<file path="config.mk">
export PLATFORM = sky130hd
export DESIGN_NAME = control_unit_flat
export DESIGN_NICKNAME = d
export VERILOG_FILES = /design/src/rtl/control_unit_if.sv /design/src/rtl/control_unit.sv /design/src/flat_wrapper.sv
export SDC_FILE = /design/constraint.sdc
export NUM_CORES = 1
export LEC_CHECK = 0
export CORE_AREA = 2 2 39 41
export DETAILED_ROUTE_END_ITERATION = 10
export DIE_AREA = 0 0 41 43
export GPL_TIMING_DRIVEN = 0
export PLACE_DENSITY = 0.53
export SYNTH_ARGS = -nofsm -noshare
export SYNTH_HDL_FRONTEND = slang
export SYNTH_SLANG_ARGS = --single-unit
export TNS_END_PERCENT = 1
</file>
<file path="constraint.sdc">
create_clock -name clk -period 1.2 [get_ports clk]
set_clock_uncertainty 0.1 [all_clocks]
set_input_delay 0.12 -clock clk [delete_from_list [all_inputs] [get_ports clk]]
set_output_delay 0.12 -clock clk [all_outputs]
set_load 0.01 [all_outputs]
</file>
<file path="src/rtl/control_unit_if.sv">
// Decode bus between instruction fetch (master) and the LITE-16 control unit (slave).
// The seven strobes are registered datapath controls; codeop is the raw opcode field.
interface control_unit_if;
    logic [3:0] codeop;
    logic       ri;
    logic       cmp;
    logic       mem;
    logic       ld;
    logic       st;
    logic       jmp;
    logic       fn;

    modport master (
        output codeop,
        input  ri, cmp, mem, ld, st, jmp, fn
    );

    modport slave (
        input  codeop,
        output ri, cmp, mem, ld, st, jmp, fn
    );
endinterface

</file>
<file path="src/rtl/control_unit.sv">
// LITE-16 instruction decoder: 4-bit opcode in, seven registered control strobes out.
// One cycle of latency, one opcode accepted per cycle, no other internal state.
module control_unit (
    input  logic         clk,
    input  logic         rst_n,
    control_unit_if.slave bus
);

    typedef struct packed {
        logic ri;
        logic cmp;
        logic mem;
        logic ld;
        logic st;
        logic jmp;
        logic fn;
    } strobes_t;

    // Unknown or unlisted opcodes fall to the default, which is the NOP pattern.
    function automatic strobes_t decode(input logic [3:0] op);
        strobes_t s;
        s = '0;
        case (op)
            4'h0, 4'h1, 4'h2, 4'h3,
            4'h4, 4'h5, 4'h6, 4'h7: s.fn = 1'b1;
            4'h8: begin
                s.fn = 1'b1;
                s.ri = 1'b1;
            end
            4'h9: begin
                s.fn  = 1'b1;
                s.cmp = 1'b1;
            end
            4'hA: begin
                s.fn  = 1'b1;
                s.cmp = 1'b1;
                s.ri  = 1'b1;
            end
            4'hB: begin
                s.mem = 1'b1;
                s.ld  = 1'b1;
            end
            4'hC: begin
                s.mem = 1'b1;
                s.st  = 1'b1;
            end
            4'hD: begin
                s.ld = 1'b1;
                s.ri = 1'b1;
            end
            4'hE: begin
                s.jmp = 1'b1;
                s.ri  = 1'b1;
            end
            4'hF:    s = '0;
            default: s = '0;
        endcase
        return s;
    endfunction

    strobes_t dec_p0;
    strobes_t ctl_p1;

    // Stage 0: combinational decode of the incoming opcode.
    always_comb begin
        dec_p0 = decode(bus.codeop);
    end

    // Stage 1: output flops; reset clears them without waiting for a clock.
    always_ff @(posedge clk or negedge rst_n) begin
        if (!rst_n) begin
            ctl_p1 <= '0;
        end else begin
            ctl_p1 <= dec_p0;
        end
    end

    assign bus.ri  = ctl_p1.ri;
    assign bus.cmp = ctl_p1.cmp;
    assign bus.mem = ctl_p1.mem;
    assign bus.ld  = ctl_p1.ld;
    assign bus.st  = ctl_p1.st;
    assign bus.jmp = ctl_p1.jmp;
    assign bus.fn  = ctl_p1.fn;

    a_ld_st_excl: assert property (@(posedge clk) disable iff (!rst_n)
        !(ctl_p1.ld && ctl_p1.st));
    a_mem_dir: assert property (@(posedge clk) disable iff (!rst_n)
        ctl_p1.mem |-> (ctl_p1.ld ^ ctl_p1.st));
    a_jmp_alone: assert property (@(posedge clk) disable iff (!rst_n)
        ctl_p1.jmp |-> (!ctl_p1.fn && !ctl_p1.mem));
    a_cmp_fn: assert property (@(posedge clk) disable iff (!rst_n)
        ctl_p1.cmp |-> ctl_p1.fn);

endmodule

</file>
<file path="src/flat_wrapper.sv">
// flat-port wrapper written by rule: the top's interface ports become plain ports
module control_unit_flat 
  (clk, rst_n, bus_codeop, bus_ri, bus_cmp, bus_mem, bus_ld, bus_st, bus_jmp, bus_fn);
  control_unit_if bus_i ();
  input  logic clk;
  input  logic rst_n;
  input wire logic [$bits(bus_i.codeop)-1:0] bus_codeop;
  output wire logic [$bits(bus_i.ri)-1:0] bus_ri;
  output wire logic [$bits(bus_i.cmp)-1:0] bus_cmp;
  output wire logic [$bits(bus_i.mem)-1:0] bus_mem;
  output wire logic [$bits(bus_i.ld)-1:0] bus_ld;
  output wire logic [$bits(bus_i.st)-1:0] bus_st;
  output wire logic [$bits(bus_i.jmp)-1:0] bus_jmp;
  output wire logic [$bits(bus_i.fn)-1:0] bus_fn;
  assign bus_i.codeop = bus_codeop;
  assign bus_ri = bus_i.ri;
  assign bus_cmp = bus_i.cmp;
  assign bus_mem = bus_i.mem;
  assign bus_ld = bus_i.ld;
  assign bus_st = bus_i.st;
  assign bus_jmp = bus_i.jmp;
  assign bus_fn = bus_i.fn;
  control_unit u_core (.clk(clk), .rst_n(rst_n), .bus(bus_i));
endmodule
</file>
### After elaboration in Yosys (flattened, before gate mapping)

Index checks and enable logic that the tools add are counted.

* flip-flop bits (word level): 7
* bits of input ports: 6
* output and inout port bits: 7
* word-level logic and storage cells: 34

* equal/unequal tests: 14
* muxes and demuxes: 7
* reduce and logical (&&, ||, !) cells: 6

Operators by type and width (number)
* 4-bit equality test, second input constant: 7
* 4-bit by 3-bit equality test with 1-bit output, second input constant: 4
* 11-bit OR reduction: 1
* 4-bit by 2-bit equality test with 1-bit output, second input constant: 2
* 1-bit two-way mux: 7
* 2-bit OR reduction: 3
* 4-bit by 1-bit equality test with 1-bit output, second input constant: 1
* 4-bit zero test: 1
* 4-bit OR reduction: 1

### Longest topological paths before layout

* depth after elaboration: 3
* depth in mapped cells: 3
* gate-level depth less buffers: 2

### Worst setup path after synthesis

No wires, ideal clock.

* path kind: input-to-reg
* start: in bus_codeop[1]
* end: reg u_core.ctl_p1 (netlist bit u_core.bus.ri)
* arrival: 0.466 ns
* path slack: 0.512 ns
* cell stages on the path: 3
* buffers on the path: 1
* cells stage by stage: buf_6 nand2b_4 mux2i_1

RTL lines
* start, declared: line flat_wrapper.sv:7 `input wire logic [$bits(bus_i.codeop)-1:0] bus_codeop;`
* end signal, assigned: line control_unit.sv:74 `ctl_p1 <= dec_p0;`
* end, declared: line control_unit.sv:62 `strobes_t ctl_p1;`

### Worst setup path in the final report

* start: reg u_core.ctl_p1 (netlist bit u_core.bus.st)
* end: out bus_st

RTL lines
* end, declared: line flat_wrapper.sv:12 `output wire logic [$bits(bus_i.st)-1:0] bus_st;`

No word-level cell between the ends.

==> flow_summary.toml <==
[clock_tree]
ctsLongestPathBuffers = 2
numCtsBuffers = 3
clock_tree_root = "clkbuf_4"
cts_max_level = 1
cts.clk_slew.worst_paths_ns = 0.04
tritoncts = "built"
cts.sinks = 7
post-cts-setup-buffers = 0

[cells_and_area]
final_layout_size_suffix_gt1_frac = 0.146
fin_cells = 57
multi_input_area_um2 = 101
register_area_um2 = 175
fill_cells = 140
areaGrowthSynthToFinish_pct = 54.1
finish.utilization = 0.325
most-common-layout-cells = "dlygate4sd2_1 (7), dfrtp_1 (7), clkdlybuf4s50_1 (4)"
net_count_of_the_finished_layout = 48
antenna-diode-count = 0

[floorplan]
die_area_um2 = 1760
top_level_ports = 13
die_width_um = 41
die_y_um = 43
floorplan.initialDensity = 0.211
placement_rows = 14
core-area_um2 = 1380

[status]
status = "finished, final reports clean"

[place]
placer_congestion_estimate = 0.617
hpwl_after_detailed_placement_um = 382
placed_cell_count = 52
port-buffer-count = 11

[power]
power.leakage_nw = 0.234
worst_ir_drop_vdd_mv = 0.238
power.density_cell_area_nw_per_um2 = 1170
report.power.total_w = 0.000523

[worst_hold_path]
hold_path.class = "in -> async"

[global_routing]
grt_total_ovfl = 0
initial_antenna_violation_count = 0
track_usage = 0.0687
via_count_of_the_first_global_routing_pass = 209
wire_length_of_the_first_global_routing_pass_um = 779
grt_start_max_net_pins = 9

[detailed_routing]
drtAntennaViolNets = 0
drt_wl_total_um = 472
drt-vias-per-instance = 3.84
detail_route.first_pass.iterations = 4
post-route-drc-count = 0
number_of_vias_after_detailed_routing = 219
initialDrtViolationCount = 4
routed_wire_length_per_instance_um = 8.28

[setup_path]
cp.arrival_ns = 0.87
required_ns = 0.98
critical_path.top_delay_family = "flip-flops"
critPathMaxFanout = 1
worst_setup_path_end_kind = "primary output"
critical_path.max_stage_delay_ns = 0.35
worst-path-buf-inv = 1
worst_setup_path_start_kind = "flip-flop"
crit_path_cell_trace = "dlygate4sd2_1"
crit_slowest_cell = "dfrtp_1"
timing_worst_setup_path_type = "reg -> out"

[sta]
report.final.setup_viol = 0
worstMarginPinSlew_ns = 0.283
post-route-period-util = 0.906
unrepaired_setup_endpoints_after_global_routing = "no"
finalHoldViolations = 0
fin_crit_ns = 1.09
report.final.slew_viol_count = 0
max-slew-margin-rel = 0.811
max_clock_freq_mhz = 919
tns_ns = 0

[yosys]
synth_top_area_share = 0.601
ys_seq_area_frac = 0.601
postSynthNetCount = 31
synthesized_netlist_cell_count = 25
synth.cell_area_um2 = 292
synth_area_leader_cell = "dfrtp_1"
synthesized_area_per_cell_um2 = 11.7
synth.top_cells.by_area = "dfrtp_1 (60%), nand2b_1 (6.4%), nand2b_4 (4.7%), buf_6 (3.9%), nand2_1 (3.9%)"
yosys_warnings = 0
ys_ff_latch = 7
yosys.cell_types.count = 13

[flow_run]
cap_violations = 0
[sequential cells by signal, indices dropped and copies added (netlist names)]
name,flops
u_core.bus.cmp,1
u_core.bus.fn,1
u_core.bus.jmp,1
u_core.bus.ld,1
u_core.bus.mem,1
u_core.bus.ri,1
u_core.bus.st,1
[final cells by class]
class	count	area share
Sequential cell	7	0.390
Timing Repair Buffer	12	0.248
Multi-Input combinational cell	16	0.226
Clock buffer	4	0.0585
Tap cell	16	0.0446
Buffer	1	0.0251
Inverter	1	0.00836
[what timing repair did]
| item | in CTS | in global routing |
|---|---|---|
| hold buffers | 1 | 0 |
| endpoints found under the hold margin | 2 | 0 |
| setup endpoints to repair | 7 | 0 |
| resized for setup | 7 | 0 |
[layer usage]
layer  up-vias  part of all wire  GRT usage
met2        15              0.43     0.0906
met1        93              0.40     0.0787
met3         0              0.16     0.0157
li1        111                 -          -
met4         0                 0     0.0800
met5         -                 0          0
[cells by family (layout without fill, tap and decap cells)]
kind of cell | Yosys count | count (layout) | share of synthesized area
xor+xnor | 1 | 1 | 0.0300
buf+inv | 2 | 18 | 0.0515
mux | 1 | 1 | 0.0343
compound gates | 3 | 3 | 0.0687
flops | 7 | 7 | 0.601
simple gates | 11 | 11 | 0.215
[through the flow]
stage / instance area, um2 / worst slack, ns / hold slack, ns
floorplan: 292 / 0.512 / -0.276
global placement: 422 / -0.00949 / 0.215
detailed placement: 422 / -0.0252 / 0.219
CTS: 449 / 0.0919 / 0.0238
global route: 449 / 0.0737 / 0.0497
finish: 449 / 0.112 / 0.0253
[report_power, final]
part,switching [W],total (W),internal [W]
clock,0.0000707,0.000196,0.000126
combinational,0.0000355,0.0000774,0.0000419
sequential,0.00000192,0.000249,0.000248
[cells in the mapped netlist]
| cell | instances |
|---|---|
| dfrtp_1 | 7 |
| inv_1 | 1 |
| nor2_1 | 3 |
| nand2b_4 | 1 |
| buf_6 | 1 |
| a21o_2 | 1 |
| nand2_1 | 3 |
| o22ai_1 | 1 |
| a21oi_1 | 1 |
| xnor2_1 | 1 |
| nand3b_1 | 1 |
| nand2b_1 | 3 |
| mux2i_1 | 1 |
[how the worst max path moves through the flow]
stage / startpoint / endpoint / cells past startpoint
2_1_floorplan: bus_codeop[1] / u_core.bus.ri / 3
3_3_place_gp: bus_codeop[2] / u_core.bus.mem / 3
3_5_place_dp: bus_codeop[0] / u_core.bus.mem / 3
4_1_cts: u_core.bus.st / bus_st / 1
5_1_grt: u_core.bus.cmp / bus_cmp / 1
6_report: u_core.bus.st / bus_st / 1
(Power assumes the default switching activity.)
